===== src/rtl/mem_access_unit.sv =====
// mem_access_unit -- MEM-stage load/store unit.
//
// Takes the EX-stage ALU result as the effective address plus the rs2 store
// value, runs one access against the data memory, and returns the formatted
// load value toward MEM/WB.
//
// Ports:
//   CLK, RESET          clock; synchronous active-high reset
//   ADDRESS[31:0]       effective address
//   STORE_DATA[31:0]    rs2 value
//   MEM_READ, MEM_WRITE load / store request from EX/MEM
//   FUNCT3[2:0]         access size and signedness
//   DMEM_RDATA[31:0]    read word from data memory
//   DMEM_BUSYWAIT       memory not ready
//   DMEM_ADDR[31:0]     word-aligned address (registered)
//   DMEM_WDATA[31:0]    lane-replicated store data (registered)
//   DMEM_WSTRB[3:0]     byte enables, 0000 for reads (registered)
//   DMEM_READ/WRITE     access strobes (registered)
//   LOAD_DATA[31:0]     formatted load result (registered)
//   BUSYWAIT            pipeline stall (combinational)
//   FAULT               misaligned / illegal request (combinational)
//   BUS_ERROR           one-cycle timeout abort pulse (0 when timeout disabled)
//   DBG_STATE[1:0]      current FSM state, for observation only
//
// Handshake: a request is the level MEM_READ|MEM_WRITE held by the pipeline;
// the unit answers with BUSYWAIT=1 until the access has finished, and the
// pipeline advances on the first cycle BUSYWAIT is 0. Toward memory, the
// strobe is held until a cycle where DMEM_BUSYWAIT is sampled 0, which
// completes the transfer on that edge.
//
// Optional feature: define MEM_TIMEOUT_EN to abort an access that has been
// waiting TIMEOUT_CYCLES cycles in ACCESS, pulsing BUS_ERROR.

module mem_access_unit #(
  parameter int TIMEOUT_CYCLES = 255,
  parameter int CNT_WIDTH      = 8
) (
  input  logic        CLK,
  input  logic        RESET,
  input  logic [31:0] ADDRESS,
  input  logic [31:0] STORE_DATA,
  input  logic        MEM_READ,
  input  logic        MEM_WRITE,
  input  logic [2:0]  FUNCT3,
  input  logic [31:0] DMEM_RDATA,
  input  logic        DMEM_BUSYWAIT,
  output logic [31:0] DMEM_ADDR,
  output logic [31:0] DMEM_WDATA,
  output logic [3:0]  DMEM_WSTRB,
  output logic        DMEM_READ,
  output logic        DMEM_WRITE,
  output logic [31:0] LOAD_DATA,
  output logic        BUSYWAIT,
  output logic        FAULT,
  output logic        BUS_ERROR,
  output logic [1:0]  DBG_STATE
);

  typedef enum logic [1:0] {
    IDLE   = 2'd0,
    ACCESS = 2'd1,
    DONE   = 2'd2
  } state_t;

  state_t      state;
  logic [1:0]  off_q;
  logic [2:0]  f3_q;

  logic        req;
  logic        f3_ok;
  logic        misaligned;
  logic        bad_req;
  logic        start;
  logic        timeout;
  logic [31:0] st_wdata;
  logic [3:0]  st_wstrb;
  logic [7:0]  ld_byte;
  logic [15:0] ld_half;
  logic [31:0] ld_fmt;

  // Request legality. FUNCT3[1:0] encodes the size for every legal code
  // (00 byte, 01 half, 10 word), so alignment only looks at those bits.
  always_comb begin
    req = MEM_READ | MEM_WRITE;
    case (FUNCT3)
      3'b000, 3'b001, 3'b010: f3_ok = 1'b1;
      3'b100, 3'b101:         f3_ok = MEM_READ;  // unsigned forms are load-only
      default:                f3_ok = 1'b0;
    endcase
    case (FUNCT3[1:0])
      2'b01:   misaligned = ADDRESS[0];
      2'b10:   misaligned = |ADDRESS[1:0];
      default: misaligned = 1'b0;
    endcase
    bad_req = (MEM_READ & MEM_WRITE) | ~f3_ok | misaligned;
  end

  assign start    = (state == IDLE) & req & ~bad_req;
  assign FAULT    = (state == IDLE) & req & bad_req;
  assign BUSYWAIT = start | (state == ACCESS);
  assign DBG_STATE = state;

  // Store lane steering: replicate the datum across the word and enable
  // only the addressed lanes.
  always_comb begin
    case (FUNCT3[1:0])
      2'b00: begin
        st_wdata = {4{STORE_DATA[7:0]}};
        st_wstrb = 4'b0001 << ADDRESS[1:0];
      end
      2'b01: begin
        st_wdata = {2{STORE_DATA[15:0]}};
        st_wstrb = 4'b0011 << ADDRESS[1:0];
      end
      default: begin
        st_wdata = STORE_DATA;
        st_wstrb = 4'b1111;
      end
    endcase
    if (MEM_READ) begin
      st_wdata = 32'h0;
      st_wstrb = 4'b0000;
    end
  end

  // Load formatting from the offset and FUNCT3 captured at issue.
  always_comb begin
    ld_byte = DMEM_RDATA[8*off_q +: 8];
    ld_half = off_q[1] ? DMEM_RDATA[31:16] : DMEM_RDATA[15:0];
    case (f3_q)
      3'b000:  ld_fmt = {{24{ld_byte[7]}}, ld_byte};
      3'b001:  ld_fmt = {{16{ld_half[15]}}, ld_half};
      3'b100:  ld_fmt = {24'h0, ld_byte};
      3'b101:  ld_fmt = {16'h0, ld_half};
      default: ld_fmt = DMEM_RDATA;
    endcase
  end

`ifdef MEM_TIMEOUT_EN
  logic [CNT_WIDTH-1:0] cnt_q;
  logic                 bus_error_q;
  // cnt_q counts completed ACCESS cycles, so the check fires on the
  // TIMEOUT_CYCLES-th cycle still waiting.
  assign timeout   = DMEM_BUSYWAIT & (cnt_q == CNT_WIDTH'(TIMEOUT_CYCLES - 1));
  assign BUS_ERROR = bus_error_q;
`else
  logic unused_cfg;
  assign unused_cfg = TIMEOUT_CYCLES[0] ^ CNT_WIDTH[0];
  assign timeout    = 1'b0;
  assign BUS_ERROR  = 1'b0;
`endif

  always_ff @(posedge CLK) begin
    if (RESET) begin
      state      <= IDLE;
      DMEM_ADDR  <= 32'h0;
      DMEM_WDATA <= 32'h0;
      DMEM_WSTRB <= 4'b0000;
      DMEM_READ  <= 1'b0;
      DMEM_WRITE <= 1'b0;
      LOAD_DATA  <= 32'h0;
      off_q      <= 2'b00;
      f3_q       <= 3'b000;
`ifdef MEM_TIMEOUT_EN
      cnt_q       <= '0;
      bus_error_q <= 1'b0;
`endif
    end else begin
`ifdef MEM_TIMEOUT_EN
      bus_error_q <= 1'b0;
`endif
      case (state)
        IDLE: begin
          if (start) begin
            DMEM_ADDR  <= {ADDRESS[31:2], 2'b00};
            DMEM_WDATA <= st_wdata;
            DMEM_WSTRB <= st_wstrb;
            DMEM_READ  <= MEM_READ;
            DMEM_WRITE <= MEM_WRITE;
            off_q      <= ADDRESS[1:0];
            f3_q       <= FUNCT3;
`ifdef MEM_TIMEOUT_EN
            cnt_q      <= '0;
`endif
            state      <= ACCESS;
          end
        end
        ACCESS: begin
          if (!DMEM_BUSYWAIT) begin
            DMEM_READ  <= 1'b0;
            DMEM_WRITE <= 1'b0;
            if (DMEM_READ) LOAD_DATA <= ld_fmt;
            state      <= DONE;
          end else if (timeout) begin
            DMEM_READ  <= 1'b0;
            DMEM_WRITE <= 1'b0;
`ifdef MEM_TIMEOUT_EN
            bus_error_q <= 1'b1;
`endif
            state      <= DONE;
          end else begin
`ifdef MEM_TIMEOUT_EN
            cnt_q <= cnt_q + 1'b1;
`endif
          end
        end
        // One release cycle; returning to IDLE unconditionally stops the
        // still-asserted request from starting a second access.
        DONE:    state <= IDLE;
        default: state <= IDLE;
      endcase
    end
  end

endmodule


===== config.mk =====
export PLATFORM = sky130hd
export DESIGN_NAME = mem_access_unit
export DESIGN_NICKNAME = d
export VERILOG_FILES = /design/src/rtl/mem_access_unit.sv
export SDC_FILE = /design/constraint.sdc
export NUM_CORES = 1
export LEC_CHECK = 0
export CAP_MARGIN = 20
export CORE_AREA = 2 2 113 115
export DETAILED_ROUTE_END_ITERATION = 8
export DIE_AREA = 0 0 115 117
export PLACE_DENSITY_LB_ADDON = 0.3
export SYNTH_ARGS = -nofsm -noshare
export SYNTH_HDL_FRONTEND = slang
export SYNTH_SLANG_ARGS = --single-unit

===== constraint.sdc =====
create_clock -name CLK -period 4.4 [get_ports CLK]
set_input_delay 1.32 -clock CLK [delete_from_list [all_inputs] [get_ports CLK]]
set_output_delay 1.32 -clock CLK [all_outputs]
set_load 0.005 [all_outputs]

* After elaboration in Yosys (flattened, before gate mapping) *
Cells that the tools add are included.

operators by class
  equality and inequality tests = 12
  shift-type cells = 3
  multiplexer cells = 16
  bitwise operators = 11
  reduce and logical (&&, ||, !) cells = 12

operator list
  kind                   number
  $pmux W32 S4           1
  $pmux W32 S2           1
  $mux W32               1
  $shiftx A32 B6 Y8      1
  $mux W16               1
  $eq A3 B3 Y1 const B   4
  $pmux W1 S2            4
  $pmux W4 S2            1
  $eq A3 B1 Y1 const B   2
  $logic_not A3 Y1       2
  $reduce_and A3 Y1      2
  $and A1 B1 Y1          4
  $eq A2 B1 Y1 const B   2
  $logic_not A2 Y1       2
  $mux W2                2
  $mux W4                1
  $ne A2 B2 Y1 const B   2
  $or A1 B1 Y1           4
  $pmux W2 S2            1
  $reduce_and A2 Y1      2
  $reduce_or A2 Y1       2
  $shl A1 B2 Y4 const A  1
  $shl A2 B2 Y4 const A  1
  $eq A3 B2 Y1 const B   1
  other kinds (5)        9

storage, ports and cells
  register bits after elaboration = 107
  bits of input ports = 104
  output and inout bits = 107
  logic and storage cells = 63

* Logic depth before layout (Yosys ltp) *
  depth in word-level cells = 10
  depth in mapped cells = 9

* Worst setup path before layout *
No wires, ideal clock.

  path kind = input -> output
  from = input FUNCT3[1]
  to = output BUSYWAIT
  arrival = 2,770 ps
  path slack = 310 ps
  cell stages on the path = 7
  path through = inv_1 ha_1 buf_4 nor3_1 a221o_1 nor3_4 or2_2

between the ends
  word-level cells in the longest chain between the ends = 9

RTL lines
  item                                                  line  source
  start: declaration                                    44    input logic [2:0] FUNCT3,
  $eq A3 B1 Y1 (tied with other cells)                  85    case (FUNCT3)
  $reduce_or A3 Y1 or $reduce_or A2 Y1 (tied branches)  85
  $pmux W1 S2                                           85
  $not A1 Y1                                            95    bad_req = (MEM_READ & MEM_WRITE) | ~f3_ok | misaligned;
  $or A1 B1 Y1                                          95
  $or A1 B1 Y1 *                                        95
  $not A1 Y1 *                                          98    assign start = (state == IDLE) & req & ~bad_req;
  $and A1 B1 Y1 *                                       98
  $or A1 B1 Y1 *                                        100   assign BUSYWAIT = start | (state == ACCESS);
  end: declaration                                      53    output logic BUSYWAIT,

Mark *: on every way between the ends. The rest lies on a longest branch, timed or not.

* Worst setup path in the final report *
  from = input FUNCT3[0]
  to = output BUSYWAIT

The elaborated chain is that of the path after synthesis.

==> reports/metrics.csv <==
stage;metric;value;unit
status;status;completed;
worst_setup_path;cp_slowest_stage_delay;0.28;ns
finish;antenna_cells;0;
worst_setup_path;crit_family;buffers and inverters;
power_and_ir_drop;p_leak;2.79;nW
clocking;numClockSinks;107;
timing;fmax;236;MHz
synthesis;syn_inst;616;
clocking;htree_levels;3;
worst_setup_path;crit_path_top_delay_cell;dlygate4sd2_1;
place;place_inst;940;
clocking;root_buffer;clkbuf_16;
min_path;hp-start;DMEM_WDATA[24]$_SDFFE_PP0P_;
place;hpwl;12.6;mm
worst_setup_path;worstPathArrival;2.91;ns
drt;wl_per_cell;18.6;um
timing;slew_violations;0;
global_routing;grt_pass1_vias;5336;
global_routing;antenna_found_initial;0;
floorplan;die_h;117;um
synthesis;ys_types;45;
job;maxCapViolCount;0;
synthesis;synth_seq_area_share;40.3;%
worst_setup_path;cp_cell_sequence;dlygate4sd2_1, inv_1, ha_2, o211a_1, or2_4, nor3_4, or2_2, clkdlybuf4s15_2;
worst_setup_path;r2r_setup_slack;2.07;ns
power_and_ir_drop;comb_power_share;19.9;%
floorplan;initial_utilization;43.2;%
power_and_ir_drop;power;2.38;mW
global_routing;grt_max_degree;45;
finish;fin_util;64.1;%
drt;vias_per_cell;5.84;
drt;drtAntennaViolNets;0;
worst_setup_path;rr_startpoint;off_q[1]$_SDFFE_PP0P_;
finish;areaGrowthSynthToFinish;48.5;%
drt;route.vias.total;5584;
place;port-buffer-count;207;
worst_setup_path;reg2reg_depth;3;
timing;rsz0062_at_grt;no;
finish;drive_above_1_share;10.8;%
timing;setup_viol;0;
power_and_ir_drop;intPower;1.74;mW
power_and_ir_drop;pwr-share-clk;36.9;%
timing;period_needed;4.23;ns
worst_setup_path;critPathLaunch;FUNCT3[0];
floorplan;core;12300;um2
worst_setup_path;r2r-end;LOAD_DATA[10]$_SDFFE_PP0P_;
finish;fillers;1060;
floorplan;ioPinCount;211;
finish;final_nets;908;
clocking;cts_tree;done;
power_and_ir_drop;ir_worst_vdd;0.267;mV
drt;firstDrtPassIters;5;
place;place.gp.congestion;0.938;
worst_setup_path;path_buf_inv;3;
finish;fin_cells;956;
global_routing;grt_usage;25.6;%
finish;design_area;7900;um2
finish;ff_latch_area;2140;um2
timing;slew_headroom;47.5;%
drt;drtIter0Drc;482;
synthesis;synth_area_leaders;dfxtp_1, o31ai_1, a21oi_1;
timing;fin_crit_sh;96.2;%
timing;worst_pin_slew;0.786;ns
clocking;cts_made_buffers;9;
drt;wirelength;17.8;mm
place;post_dp_cell_area;7530;um2
synthesis;syn_avg_cell_area;8.63;um2
clocking;insertion_delay;0.35;ns
synthesis;synth_top_area_cell;dfxtp_1;
power_and_ir_drop;p_switching;0.632;mW
synthesis;yosys_warnings;0;
floorplan;row_count;41;
worst_setup_path;cp-end-kind;output pin;
synthesis;synth_top_area_share;40.3;%
clocking;clkTransAtPathRegs;0.07;ns
synthesis;ys_ff_latch;107;
worst_setup_path;crit_required;3.08;ns
min_path;hold_path.class;reg -> reg;
power_and_ir_drop;power_density;301;nW/um2
power_and_ir_drop;seq_power_share;43.2;%
timing;hold_violations;0;
synthesis;synth_area;5320;um2
finish;final_cell_mix;clkdlybuf4s50_1, dfxtp_1, nand2_1, a21oi_1, o31ai_1;
timing;fin_worst_skew;0.00960;ns
drt;drc;0;
finish;final_common_cell;clkdlybuf4s50_1;
global_routing;grt_pass1_wl;27.2;mm
worst_setup_path;crit_type;in -> out;
worst_setup_path;crit_path_max_fanout;3;
finish;multi_input_area;2940;um2
floorplan;die_area;13500;um2
clocking;clockBufferDepth;2;
min_path;hold_end;DMEM_WDATA[24]$_SDFFE_PP0P_;
worst_setup_path;startpoint_type;primary input;
power_and_ir_drop;swShare;26.6;%
global_routing;globalRouteOverflowTotal;0;
floorplan;die_w;115;um
clocking;post_cts_buffers;0;
min_path;hold-path-cell-count;2;
==> power by group through the flow <==
stage | Combinational (mW) | Clock, mW | Sequential (mW)
2_1_floorplan | 0.229 | 0 | 1.04
3_3_place_gp | 0.456 | 0 | 1.05
3_5_place_dp | 0.464 | 0 | 1.05
4_1_cts | 0.467 | 0.889 | 1.03
5_1_grt | 0.506 | 0.928 | 1.03
6_report | 0.474 | 0.876 | 1.03
==> worst max path at each step <==
stage	endpoint	cells past startpoint
floorplan	BUSYWAIT	7
global placement	BUSYWAIT	8
detailed placement	BUSYWAIT	8
CTS	BUSYWAIT	8
global route	BUSYWAIT	8
finish	BUSYWAIT	8
==> cell usage after synthesis (all sizes together) <==
master / instances
mux2: 26
clkbuf: 48
ha: 3
o31ai: 37
a22o: 1
nor2b: 17
a21oi: 54
clkinv: 1
nor4: 1
and2: 7
a311oi: 2
mux2i: 27
nand2b: 2
o211a: 1
a31oi: 7
nand4: 35
and3: 1
a221o: 1
nand3b: 10
o21ai: 32
nor3b: 6
conb: 1
nor4bb: 1
a211oi: 25
a22oi: 18
dfxtp: 107
nor2: 27
o21a: 9
a21o: 5
nor3: 2
inv: 4
mux4: 1
a2bb2oi: 2
or2: 4
buf: 17
nand3: 7
o311ai: 2
nand2: 64
a221oi: 1
==> timing repair <==
item / CTS / global route
pin swaps: 1 / 0
resized for setup: 10 / 6
endpoints found under the setup margin: 2 / 1
hold buffers: 0 / 0
==> registers in the layout, summed over array words and instances (netlist names) <==
| register | flops |
|---|---|
| DMEM_WDATA | 32 |
| DBG_STATE | 2 |
| DMEM_WSTRB | 4 |
| f3_q | 3 |
| DMEM_WRITE | 1 |
| DMEM_READ | 1 |
| DMEM_ADDR | 30 |
| off_q | 2 |
| LOAD_DATA | 32 |
==> cell type report <==
cell class / instances / area share [%]
Clock inverter: 6 / 1.13
Tap cell: 150 / 2.38
Inverter: 5 / 0.238
Sequential cell: 107 / 27.1
Multi-Input combinational cell: 441 / 37.2
Timing Repair Buffer: 237 / 29.0
Clock buffer: 10 / 2.90
==> kinds of logic after synthesis <==
family                   after synthesis  share of synthesized area, %
multiplexers                          54                          11.0
AO/OA/AOI/OAI                        197                          24.2
adder cells (fa/ha/maj)                3                         0.706
flip-flops                           107                          40.3
AND/OR/NAND/NOR                      184                          17.8
other                                  1                        0.0706
buffers and inverters                 70                          5.86
==> layer usage <==
layer	global-route usage (%)	share of wire, %	up-vias
met5	0	0	-
li1	-	-	2631
met4	12.9	3.3	0
met1	32.2	40	2637
met3	4.17	7.0	40
met2	42.9	49	276
==> worst min-delay path, delay by kind of cell, from the launching register on <==
kind          cells  cell delay (ns)
flops             1             0.31
mux               1             0.05
simple gates      1             0.05
==> through the flow <==
step	setup slack, ns	hold WS (ns)	setup TNS, ns
after global routing	0.0747	0.480	0
after global placement	-0.385	0.448	-0.555
after floorplan	0.310	0.451	0
final	0.168	0.461	0
after CTS	0.00188	0.467	0
after detailed placement	-0.417	0.455	-0.614
Note: power is estimated with default switching activity, not from simulation.
